## config.mk

```make
export PLATFORM = sky130hd
export DESIGN_NAME = mem_wb_stage
export DESIGN_NICKNAME = d
export VERILOG_FILES = /design/src/rtl/mem_wb_stage_pkg.sv /design/src/rtl/mem_wb_stage_load_ext.sv /design/src/rtl/mem_wb_stage.sv
export SDC_FILE = /design/constraint.sdc
export NUM_CORES = 1
export LEC_CHECK = 0
export ABC_AREA = 1
export BUFFER_PORTS_ARGS = -buffer_cell sky130_fd_sc_hd__buf_2
export CORE_ASPECT_RATIO = 0.7
export CORE_UTILIZATION = 45
export DETAILED_ROUTE_END_ITERATION = 12
export PLACE_DENSITY = 0.86
export SYNTH_ARGS = -nofsm -noshare
export SYNTH_HDL_FRONTEND = slang
export SYNTH_SLANG_ARGS = --single-unit
```

## constraint.sdc

```tcl
create_clock -name clk -period 1.25 [get_ports clk]
set_input_delay 0.0625 -clock clk [delete_from_list [all_inputs] [get_ports clk]]
set_output_delay 0.0625 -clock clk [all_outputs]
set_load 0.05 [all_outputs]
```

## src/rtl/mem_wb_stage_pkg.sv

```systemverilog
// Shared MIPS decode constants for the pipeline: opcodes, funct codes and the
// writeback-source select encoding.
package mips_defs;

  localparam logic [5:0] OP_RTYPE = 6'h00;
  localparam logic [5:0] OP_JAL   = 6'h03;
  localparam logic [5:0] OP_LB    = 6'h20;
  localparam logic [5:0] OP_LH    = 6'h21;
  localparam logic [5:0] OP_LW    = 6'h23;
  localparam logic [5:0] OP_LBU   = 6'h24;
  localparam logic [5:0] OP_LHU   = 6'h25;
  localparam logic [5:0] FN_JALR  = 6'h09;

  typedef enum logic [1:0] {
    WB_ALU  = 2'd0,
    WB_MEM  = 2'd1,
    WB_LINK = 2'd2
  } wb_sel_t;

  function automatic logic is_load_op(input logic [5:0] op);
    return (op == OP_LW) || (op == OP_LB) || (op == OP_LBU) ||
           (op == OP_LH) || (op == OP_LHU);
  endfunction

endpackage

```

## src/rtl/mem_wb_stage_load_ext.sv

```systemverilog
// Sub-word load extraction: picks the addressed byte/half out of a DM word
// and sign- or zero-extends it; lw passes the word through.
module load_ext
  import mips_defs::*;
(
  input  logic [5:0]  op,
  input  logic [1:0]  a,
  input  logic [31:0] rd,
  output logic [31:0] ext
);

  logic [7:0]  lane [4];
  logic [7:0]  byte_sel;
  logic [15:0] half_sel;

  genvar gi;
  generate
    for (gi = 0; gi < 4; gi++) begin : g_lane
      assign lane[gi] = rd[8*gi +: 8];
    end
  endgenerate

  // Halfword select ignores a[0]: misaligned halves are not trapped here.
  assign byte_sel = lane[a];
  assign half_sel = a[1] ? rd[31:16] : rd[15:0];

  always_comb begin
    ext = rd;
    case (op)
      OP_LB:   ext = {{24{byte_sel[7]}}, byte_sel};
      OP_LBU:  ext = {24'h0, byte_sel};
      OP_LH:   ext = {{16{half_sel[15]}}, half_sel};
      OP_LHU:  ext = {16'h0, half_sel};
      default: ext = rd;
    endcase
  end

endmodule

```

## src/rtl/mem_wb_stage.sv

```systemverilog
// MEM->WB pipeline register: decodes the writeback source, extracts load data,
// and presents registered GRF write-port and forwarding signals.
module mem_wb_stage
  import mips_defs::*;
#(
  parameter logic [31:0] PC_RESET = 32'h0000_3000,
  parameter logic [31:0] LINK_OFF = 32'd8
) (
  input  logic        clk,
  input  logic        reset,
  input  logic        en,
  input  logic        flush,
  input  logic [5:0]  m_op,
  input  logic [5:0]  m_func,
  input  logic [31:0] m_pc,
  input  logic [4:0]  m_a3,
  input  logic [31:0] m_alu_out,
  input  logic [31:0] m_dm_rd,
  output logic [31:0] w_pc,
  output logic [4:0]  w_a3,
  output logic [31:0] w_wd,
  output logic        w_we,
  output logic        w_is_load
);

  wb_sel_t     wb_sel;
  logic        is_load;
  logic [31:0] ext;
  logic [31:0] link;
  logic [31:0] wd_next;

  logic [31:0] w_pc_reg;
  logic [4:0]  w_a3_reg;
  logic [31:0] w_wd_reg;
  logic        w_we_reg;
  logic        w_is_load_reg;

  load_ext u_load_ext (
    .op  (m_op),
    .a   (m_alu_out[1:0]),
    .rd  (m_dm_rd),
    .ext (ext)
  );

  assign is_load = is_load_op(m_op);
  assign link    = m_pc + LINK_OFF;

  // Unknown opcodes deliberately fall through to the ALU result.
  always_comb begin
    wb_sel = WB_ALU;
    if (is_load)
      wb_sel = WB_MEM;
    else if ((m_op == OP_JAL) || ((m_op == OP_RTYPE) && (m_func == FN_JALR)))
      wb_sel = WB_LINK;
  end

  always_comb begin
    wd_next = m_alu_out;
    case (wb_sel)
      WB_MEM:  wd_next = ext;
      WB_LINK: wd_next = link;
      default: wd_next = m_alu_out;
    endcase
  end

  // Flush loads a bubble even while stalled.
  always_ff @(posedge clk) begin
    if (reset || flush) begin
      w_pc_reg      <= PC_RESET;
      w_a3_reg      <= 5'd0;
      w_wd_reg      <= 32'd0;
      w_we_reg      <= 1'b0;
      w_is_load_reg <= 1'b0;
    end else if (en) begin
      w_pc_reg      <= m_pc;
      w_a3_reg      <= m_a3;
      w_wd_reg      <= wd_next;
      w_we_reg      <= (m_a3 != 5'd0);
      w_is_load_reg <= is_load;
    end
  end

  assign w_pc      = w_pc_reg;
  assign w_a3      = w_a3_reg;
  assign w_wd      = w_wd_reg;
  assign w_we      = w_we_reg;
  assign w_is_load = w_is_load_reg;

endmodule

```

==> run metrics <==
outcome completed; total grt overflow 0; Iter 0 DRT Violations 529; initial core utilization 46.7%; layout cells sized above 1 31.2%; Worst Path Max Fanout 4; Peak Freq 0.847 GHz; Synth area leader dfxtp_1; Worst IR Drop VDD 0.791 mV; synth warn 0; Final period util 94.5%; final number of hold-violating endpoints 0; max incr delay on CP 0.20 ns; GP Congestion 1.00; Critical Path RT 1.46 ns; Residual DRC 0; Logic pwr share 25.6%; first-pass GRT wire length 27800 um; slew at the pin closest to its max-slew limit 0.367 ns; Die Y 89.1 um; Avg Cell Area, Syn 5.94 um^2; die span in x 126 um; top cells by area, synth dfxtp_1 (29%), nand2_1 (20%), nor2_1 (11%); asr flop ratio synth 0%; Antenna Nets Post-Route 0; initial antenna violation count 0; root buffer cell clkbuf_16; CP Cell Sequence buf_2 > ha_2 > nand2_1 > nor2_4 > nand3_2 > o21ai_0 > nand2_1 > nand2_1 > nand3_1 > nand2_1 > a21oi_1; drt first pass iters 5; Clock Skews 0 ns; vias per cell 5.20; diodes inserted 0; Worst path top cell family by delay simple AND/OR/NAND/NOR gates; Worst-path clk slew 0.06 ns; worst hold slack 0.0135 ns; Tot Pwr 6340 uW; Num CTS Buffers 9; total wire length 18000 um; Area growth, synth to finish 39.3%; synthesis-stage register bit count 71; # clock sinks 71; sequential-to-total area share from yosys stat 29.1%; CTS tree yes; cell with the most instances after synthesis nand2_1; synthesized area 4880 um^2; MaxCap Viol Count 0; post-synthesis cell type count 38; sw frac 32.7%; detailed placement HPWL 14100 um; ys flop type dfxtp_1; Tot GR Track Use 32.2%; Pint 4270 uW; Final nets 1186; Switch Pwr 2070 uW; IO Pins 188; Post-synth EDFFs 0; P_leak 0.00335 uW; WP data arrival 1.39 ns; CP most frequent cell nand2_1; clock share of power 36.6%; Worst Hold Class in -> reg; crit path time final 1.18 ns; PD cells 934 nW/um^2; vias in the first global route 5425; Worst slew margin 75.5%; kind of critical path in -> reg; Critical Path Start Type primary input; Mapped Nets 939; CP max-delay cell ha_2; crit end category flop; core area 10400 um^2; I/O Buffers 187; Sequential Power Share 37.7%; top post-synthesis cells by count nand2_1 (265), nor2_1 (137), dfxtp_1 (71), a21oi_1 (61), nand3_1 (60); total number of vias 6264; TNS Setup 0 ns; standard-cell rows 31; largest net degree at the start of global routing 68; Slew Limit Fails 0; # setup viols final 0; synthesized netlist cell count 821; maximum clock insertion buffer count 2; Total Die Area 11300 um^2; H-tree depth 3; Buf/Inv on CP 1; WL/cell 15.0 um; Yosys top cell area share 29.1%; clock insertion delay at the later pin of the skew report 0.33 ns
==> power groups by stage <==
stage	Sequential [uW]	Clock, uW	Combinational, uW
2_1_floorplan	2730	0	618
3_3_place_gp	2440	0	1560
3_5_place_dp	2440	0	1580
4_1_cts	2390	2360	1600
5_1_grt	2400	2450	1760
6_report	2390	2320	1630
==> layout make-up <==
class                      count  area, um^2
fill                        1000        3640
multi-input combinational    643        2980
timing repair buffer         277        1710
sequential                    71        1420
inverter                      66         255
clock buffer                  10         229
tap                          132         165
clock inverter                 6        37.5
==> tightest hold or removal path: cells and delay by family <==
| family | cells | cell delay (ns) |
|---|---|---|
| buf+inv | 1 | 0.09 |
| compound gates | 1 | 0.11 |
| simple gates | 1 | 0.05 |
==> final timing paths <==
path | end | cells after the start | slack, ns | startpoint
worst max register to register | w_wd[2]$_SDFFE_PP0P_ | 2 | 0.51 | w_wd[2]$_SDFFE_PP0P_
worst min register to register | w_a3[3]$_SDFFE_PP0P_ | 2 | 0.46 | w_a3[3]$_SDFFE_PP0P_
worst min-delay path | w_we$_SDFFE_PP0P_ | 3 | 0.01 | m_a3[4]
worst max-delay path | w_wd[21]$_SDFFE_PP0P_ | 11 | 0.07 | m_pc[3]
==> logic make-up after synthesis <==
logic type,Yosys count,synth area share (%)
AND/OR/NAND/NOR,497,43.6
AO/OA/AOI/OAI,143,16.3
flip-flops,71,29.1
buffers and inverters,107,10.4
XOR/XNOR,2,0.359
adder cells (fa/ha/maj),1,0.257
==> what timing repair did <==
item / 4_1_cts / 5_1_grt
hold buffers: 5 / 0
setup buffers: 0 / 0
hold endpoints to repair: 5 / 0
gates resized for setup: 1 / 9
setup endpoints to repair: 1 / 14
pin swaps: 0 / 1
==> layer usage <==
metal | global-route usage (%) | routed length, um | vias up
met4 | 8.65 | 287 | 0
met5 | 0 | 0 | -
met1 | 43.9 | 8000 | 2774
met2 | 49.2 | 7500 | 341
li1 | - | - | 3124
met3 | 10.2 | 2250 | 25
==> per-stage QoR <==
step / worst slack (ns) / util, % / area [um^2] / std cells
5_1_grt: -0.0336 / 65.1 / 6790 / 1205
2_1_floorplan: 0.0388 / - / 4880 / 821
3_5_place_dp: -0.341 / 61.7 / 6440 / 1184
6_report: 0.0689 / 65.1 / 6790 / 1205
4_1_cts: 0.0816 / 64.7 / 6760 / 1205
3_3_place_gp: -0.305 / 61.7 / 6440 / 1184
==> cell usage in the layout, fill, tap and decap left out, types with 5 or more instances in the layout <==
master           n
inv_2            8
inv_1           54
nand3_1         59
nand2_1        265
dfxtp_1         71
o211ai_1         5
o21bai_1         7
buf_4           78
nand3_2         12
a21oi_1         61
o21ai_0         47
a31oi_1          5
a21oi_2          9
dlygate4sd3_1    5
buf_12           6
buf_2          187
clkbuf_16        9
nor2_1         136
Note: power is estimated with default switching activity, not from simulation.
